File: config.mk
export PLATFORM = sky130hd
export DESIGN_NAME = ncc_sequencer
export DESIGN_NICKNAME = d
export VERILOG_FILES = /design/src/rtl/ncc_sequencer.sv
export SDC_FILE = /design/constraint.sdc
export NUM_CORES = 1
export LEC_CHECK = 0
export ABC_AREA = 1
export CAP_MARGIN = 5
export CORE_UTILIZATION = 55
export CTS_CLUSTER_SIZE = 28
export DETAILED_ROUTE_END_ITERATION = 10
export GPL_TIMING_DRIVEN = 1
export PLACE_DENSITY = 0.84
export SYNTH_ARGS = -nofsm -noshare
export SYNTH_HDL_FRONTEND = slang
export SYNTH_SLANG_ARGS = --single-unit
File: constraint.sdc
create_clock -name clk -period 3.38 [get_ports clk]
set_clock_uncertainty 0.2 [all_clocks]
set_input_delay 0.676 -clock clk [delete_from_list [all_inputs] [get_ports clk]]
set_output_delay 0.676 -clock clk [all_outputs]
set_load 0.1 [all_outputs]
File: src/rtl/ncc_sequencer.sv
// Load/stream sequencer for the 16x16 log-domain NCC PE grid: fills the descriptor
// registers word by word, then streams window pixels and flags valid correlation columns.
module ncc_sequencer #(
   parameter int NUM_ROWS       = 16,
   parameter int NUM_COL_GROUPS = 4,
   parameter int PIPE_DEPTH     = 16,
   parameter int WIN_LEN        = 640
) (
   input  logic                              clk,
   input  logic                              rst,
   input  logic                              start,
   input  logic                              keep_desc,
   input  logic                              abort,
   input  logic                              desc_valid,
   output logic                              desc_ready,
   output logic                              desc_load_en,
   output logic [$clog2(NUM_ROWS)-1:0]       desc_row,
   output logic [$clog2(NUM_COL_GROUPS)-1:0] desc_col_grp,
   input  logic                              win_valid,
   output logic                              win_ready,
   output logic                              win_load_en,
   output logic                              acc_load_en,
   output logic                              result_valid,
   output logic [$clog2(WIN_LEN)-1:0]        result_col,
   output logic                              desc_loaded,
   output logic                              busy,
   output logic                              done
);

   localparam int ROW_W = $clog2(NUM_ROWS);
   localparam int GRP_W = $clog2(NUM_COL_GROUPS);
   localparam int COL_W = $clog2(WIN_LEN);

   localparam logic [ROW_W-1:0] ROW_LAST = ROW_W'(NUM_ROWS - 1);
   localparam logic [GRP_W-1:0] GRP_LAST = GRP_W'(NUM_COL_GROUPS - 1);
   localparam logic [COL_W-1:0] PIX_LAST = COL_W'(WIN_LEN - 1);
   localparam logic [COL_W-1:0] PIPE_M1  = COL_W'(PIPE_DEPTH - 1);

   typedef enum logic [1:0] {
      IDLE       = 2'd0,
      DESC_LOAD  = 2'd1,
      WIN_STREAM = 2'd2,
      DONE       = 2'd3
   } state_t;

   state_t             state_r;
   state_t             state_nxt_s;
   logic [ROW_W-1:0]   row_r;
   logic [GRP_W-1:0]   grp_r;
   logic [COL_W-1:0]   pix_r;
   logic               desc_loaded_r;
   logic               result_valid_r;
   logic [COL_W-1:0]   result_col_r;
   logic               desc_hs_s;
   logic               win_hs_s;
   logic               last_word_s;
   logic               last_pix_s;
   logic               col_out_s;

   // abort drops ready in the same cycle so it always wins over a handshake
   assign desc_ready   = (state_r == DESC_LOAD) && !abort;
   assign win_ready    = (state_r == WIN_STREAM) && !abort;
   assign desc_hs_s    = desc_ready && desc_valid;
   assign win_hs_s     = win_ready && win_valid;
   assign desc_load_en = desc_hs_s;
   assign win_load_en  = win_hs_s;
   assign acc_load_en  = win_hs_s;

   assign last_word_s  = (row_r == ROW_LAST) && (grp_r == GRP_LAST);
   assign last_pix_s   = (pix_r == PIX_LAST);
   assign col_out_s    = win_hs_s && (pix_r >= PIPE_M1);

   assign desc_row     = row_r;
   assign desc_col_grp = grp_r;
   assign desc_loaded  = desc_loaded_r;
   assign result_valid = result_valid_r;
   assign result_col   = result_col_r;
   assign busy         = (state_r != IDLE);
   assign done         = (state_r == DONE);

   // State register
   always_ff @(posedge clk or posedge rst) begin
      if (rst) begin
         state_r <= IDLE;
      end else begin
         state_r <= state_nxt_s;
      end
   end

   // Next-state decode
   always_comb begin
      state_nxt_s = state_r;
      case (state_r)
         IDLE: begin
            if (start && !abort) begin
               if (keep_desc && desc_loaded_r) begin
                  state_nxt_s = WIN_STREAM;
               end else begin
                  state_nxt_s = DESC_LOAD;
               end
            end else begin
               state_nxt_s = IDLE;
            end
         end
         DESC_LOAD: begin
            if (abort) begin
               state_nxt_s = IDLE;
            end else if (desc_hs_s && last_word_s) begin
               state_nxt_s = WIN_STREAM;
            end else begin
               state_nxt_s = DESC_LOAD;
            end
         end
         WIN_STREAM: begin
            if (abort) begin
               state_nxt_s = IDLE;
            end else if (win_hs_s && last_pix_s) begin
               state_nxt_s = DONE;
            end else begin
               state_nxt_s = WIN_STREAM;
            end
         end
         DONE: begin
            state_nxt_s = IDLE;
         end
         default: begin
            state_nxt_s = IDLE;
         end
      endcase
   end

   // Descriptor row/group and window pixel counters, advanced only on handshakes
   always_ff @(posedge clk or posedge rst) begin
      if (rst) begin
         row_r <= '0;
         grp_r <= '0;
         pix_r <= '0;
      end else if (abort) begin
         row_r <= '0;
         grp_r <= '0;
         pix_r <= '0;
      end else begin
         if (desc_hs_s) begin
            if (grp_r == GRP_LAST) begin
               grp_r <= '0;
               row_r <= (row_r == ROW_LAST) ? '0 : row_r + ROW_W'(1);
            end else begin
               grp_r <= grp_r + GRP_W'(1);
            end
         end
         if (win_hs_s) begin
            pix_r <= last_pix_s ? '0 : pix_r + COL_W'(1);
         end
      end
   end

   // Descriptor residency: cleared when a reload begins, set by the final word
   always_ff @(posedge clk or posedge rst) begin
      if (rst) begin
         desc_loaded_r <= 1'b0;
      end else if ((state_r == IDLE) && (state_nxt_s == DESC_LOAD)) begin
         desc_loaded_r <= 1'b0;
      end else if (desc_hs_s && last_word_s) begin
         desc_loaded_r <= 1'b1;
      end
   end

   // Result flag: a column leaves the grid once PIPE_DEPTH pixels have been accepted
   always_ff @(posedge clk or posedge rst) begin
      if (rst) begin
         result_valid_r <= 1'b0;
         result_col_r   <= '0;
      end else begin
         result_valid_r <= col_out_s;
         if (col_out_s) begin
            result_col_r <= pix_r - PIPE_M1;
         end
      end
   end

endmodule

==> impl_metrics.csv <==
group,metric,value,unit
routing,avgViaCountPerCell,5.25,
sta,fin_tns_setup,0,ps
routing,drt_iter0_markers,71,
floorplanning,fp.dieArea,0.00315,mm2
floorplanning,floorplan.initialDensity,58.4,%
power,p_leak,1.07,nW
sta,hold_viol_final,0,
sta,final_max_slew_viol_count,0,
routing,drt_wl_total,3.42,mm
clock_network,cts.htree.levels,2,
floorplanning,boundaryPins,32,
clock_network,cts.hold.buffers_added,0,
synthesis,async_flop_share,100,%
finish,area_delta_synth_final,24.5,%
floorplanning,fp.dieH,56.1,um
finish,nets,255,
finish,layout-drive-gt1-share,17.1,%
floorplanning,die_x,56.1,um
routing,maxUsedRoutingLayer,"met4",
sta,fmax,342,MHz
synthesis,synth_seq_area_share,46.6,%
place,postPlaceCellArea,0.00196,mm2
synthesis,ys_seq_elements,30,
flow_run,drv_cap,0,
place,gp_congestion,0.856,
hold_path,hold_path.class,"reg -> reg",
grt,grt_use_total,25.2,%
sta,max_slew_margin,75.1,%
finish,antenna_cells,0,
finish,fin_area,0.00201,mm2
worst_setup_path,critPathArrivalTime,2040,ps
floorplanning,rows,19,
sta,fin_hold_ws,281,ps
routing,wl_met1,1.58,mm
synthesis,yosysUniqueCellTypes,23,
clock_network,cts_tree,"built",
worst_setup_path,path_cells,"clkdlybuf4s50_1, nor3_4, nand2_1, inv_1, buf_12",
worst_setup_path,cp_max_fo,5,
clock_network,numCtsBuffers,5,
worst_setup_path,crit_slowest_cell,"clkdlybuf4s50_1",
clock_network,cts.sinks,30,
synthesis,synth_edf_count,0,
synthesis,synth_nets,217,
routing,drcViolationCount,0,
routing,vias,1448,
sta,rsz0062_at_grt,"no",
finish,final_common_cell,"nand2_1",
sta,finalCritPeriodShare,86.4,%
sta,fin_crit,2920,ps
worst_setup_path,crit_family,"buffers and inverters",
synthesis,synth.avg_cell_area,7.79,um2
clock_network,cts.clk_slew.worst_paths,80,ps
routing,drtAntennaViolNets,0,
grt,grt_antenna_before_repair,0,
power,power_density,335,mW/mm2
sta,tightest_slew,373,ps
place,hpwl,2.60,mm
worst_setup_path,crit_path_end_kind,"output pin",
power,peakVddDrop,339,uV
sta,finalSetupViolations,0,
synthesis,netlist_instances,207,
grt,grt_overflow,0,
finish,final_cell_mix,"70 x nand2_1, 30 x dfrtp_1, 23 x nand3_1",
clock_network,post_cts_buffers,0,
synthesis,synthFlopType,"dfrtp_1",
routing,routed-wl-met2,1.57,mm
place,io_buffers,31,
synthesis,ys_warn_count,0,
worst_setup_path,crit_buf_inv,3,
routing,wl_per_cell,12.4,um
floorplanning,coreArea,0.00276,mm2
worst_setup_path,critPathMaxStageDelay,530,ps
routing,dr_wl_met3,214,um
power,power,0.672,mW
grt,grt_pass1_wl,6.11,mm
clock_network,cts-root-buf,"clkbuf_4",
worst_setup_path,worstPathRequired,2500,ps
grt,grt_max_degree,31,
worst_setup_path,critPathKind,"in -> out",
synthesis,syn_area,0.00161,mm2
status,outcome,"complete, no violations",
finish,final_util,72.7,%
grt,grt_pass1_vias,1393,
routing,first_pass_iters,4,
clock_network,clock_path_buffers,2,
worst_setup_path,start_kind,"input pin",
clock_network,insertion_delay,330,ps
clock_network,post_cts_resized,0,
==> flip-flops by register name (all words and copies together) (netlist names) <==
signal / flops
desc_col_grp: 2
pix_r: 10
result_col: 10
state_r: 2
result_valid: 1
desc_loaded: 1
desc_row: 4
==> synthesized netlist by cell type (all sizes together), types with 3 or more instances <==
| cell type | instances | area (um2) |
|---|---|---|
| nand2 | 71 | 269 |
| dfrtp | 30 | 751 |
| nand4 | 5 | 31.3 |
| ha | 3 | 37.5 |
| nand3 | 24 | 133 |
| xor2 | 5 | 43.8 |
| o21ai | 12 | 71.3 |
| nor2 | 22 | 109 |
| inv | 24 | 90.1 |
| o22ai | 3 | 18.8 |
| a21oi | 4 | 20.0 |
==> cells by family (layout without fill, tap and decap cells) <==
| kind of cell | count (synthesis) | in the layout | share of synthesized area, % |
|---|---|---|---|
| simple gates | 123 | 123 | 34.6 |
| fa+ha+maj | 3 | 3 | 2.33 |
| xor+xnor | 5 | 5 | 2.72 |
| flops | 30 | 30 | 46.6 |
| buf+inv | 25 | 63 | 6.06 |
| compound gates | 21 | 21 | 7.69 |
==> worst min-delay path: stages, from the launching register on <==
cell and delay [ps]:
dfrtp_1 350, nand2_1 50, nand2_1 50
==> metrics by stage <==
stage,setup slack [ps],instances
after detailed placement,449,269
after global placement,480,269
final,459,276
after global routing,381,276
after CTS,441,276
after floorplan,11.6,207
==> cell type report <==
type	count	area, um2
multi-input cells	152	763
fillers	222	752
flip-flops and latches	30	751
inverters	24	90.1
repair buffers	32	318
well taps	31	38.8
clock buffers	7	45.0
==> per-layer routing <==
metal	vias to the layer above	global-route usage [%]
met5	-	0
met4	0	7.67
met3	6	7.91
met2	39	39.5
met1	654	33.7
li1	749	-
==> path summary, 6_finish.rpt <==
kind,start,endpoint,slack (ps),cells past startpoint
worst min-delay path,result_col[1],result_col[1],280,2
worst min register to register,result_col[1],result_col[1],280,2
worst max-delay path,abort,desc_load_en,460,5
worst max register to register,pix_r[0],pix_r[8],1400,8
max in group asynchronous,rst,result_valid,2200,3
min in group asynchronous,rst,state_r[1],500,3
==> where the power goes <==
part           internal, mW  switching, mW
Sequential            0.364        0.00331
Clock                0.0782          0.119
Combinational        0.0260         0.0812
Total                 0.468          0.204
Note: power is estimated with default switching activity, not from simulation.
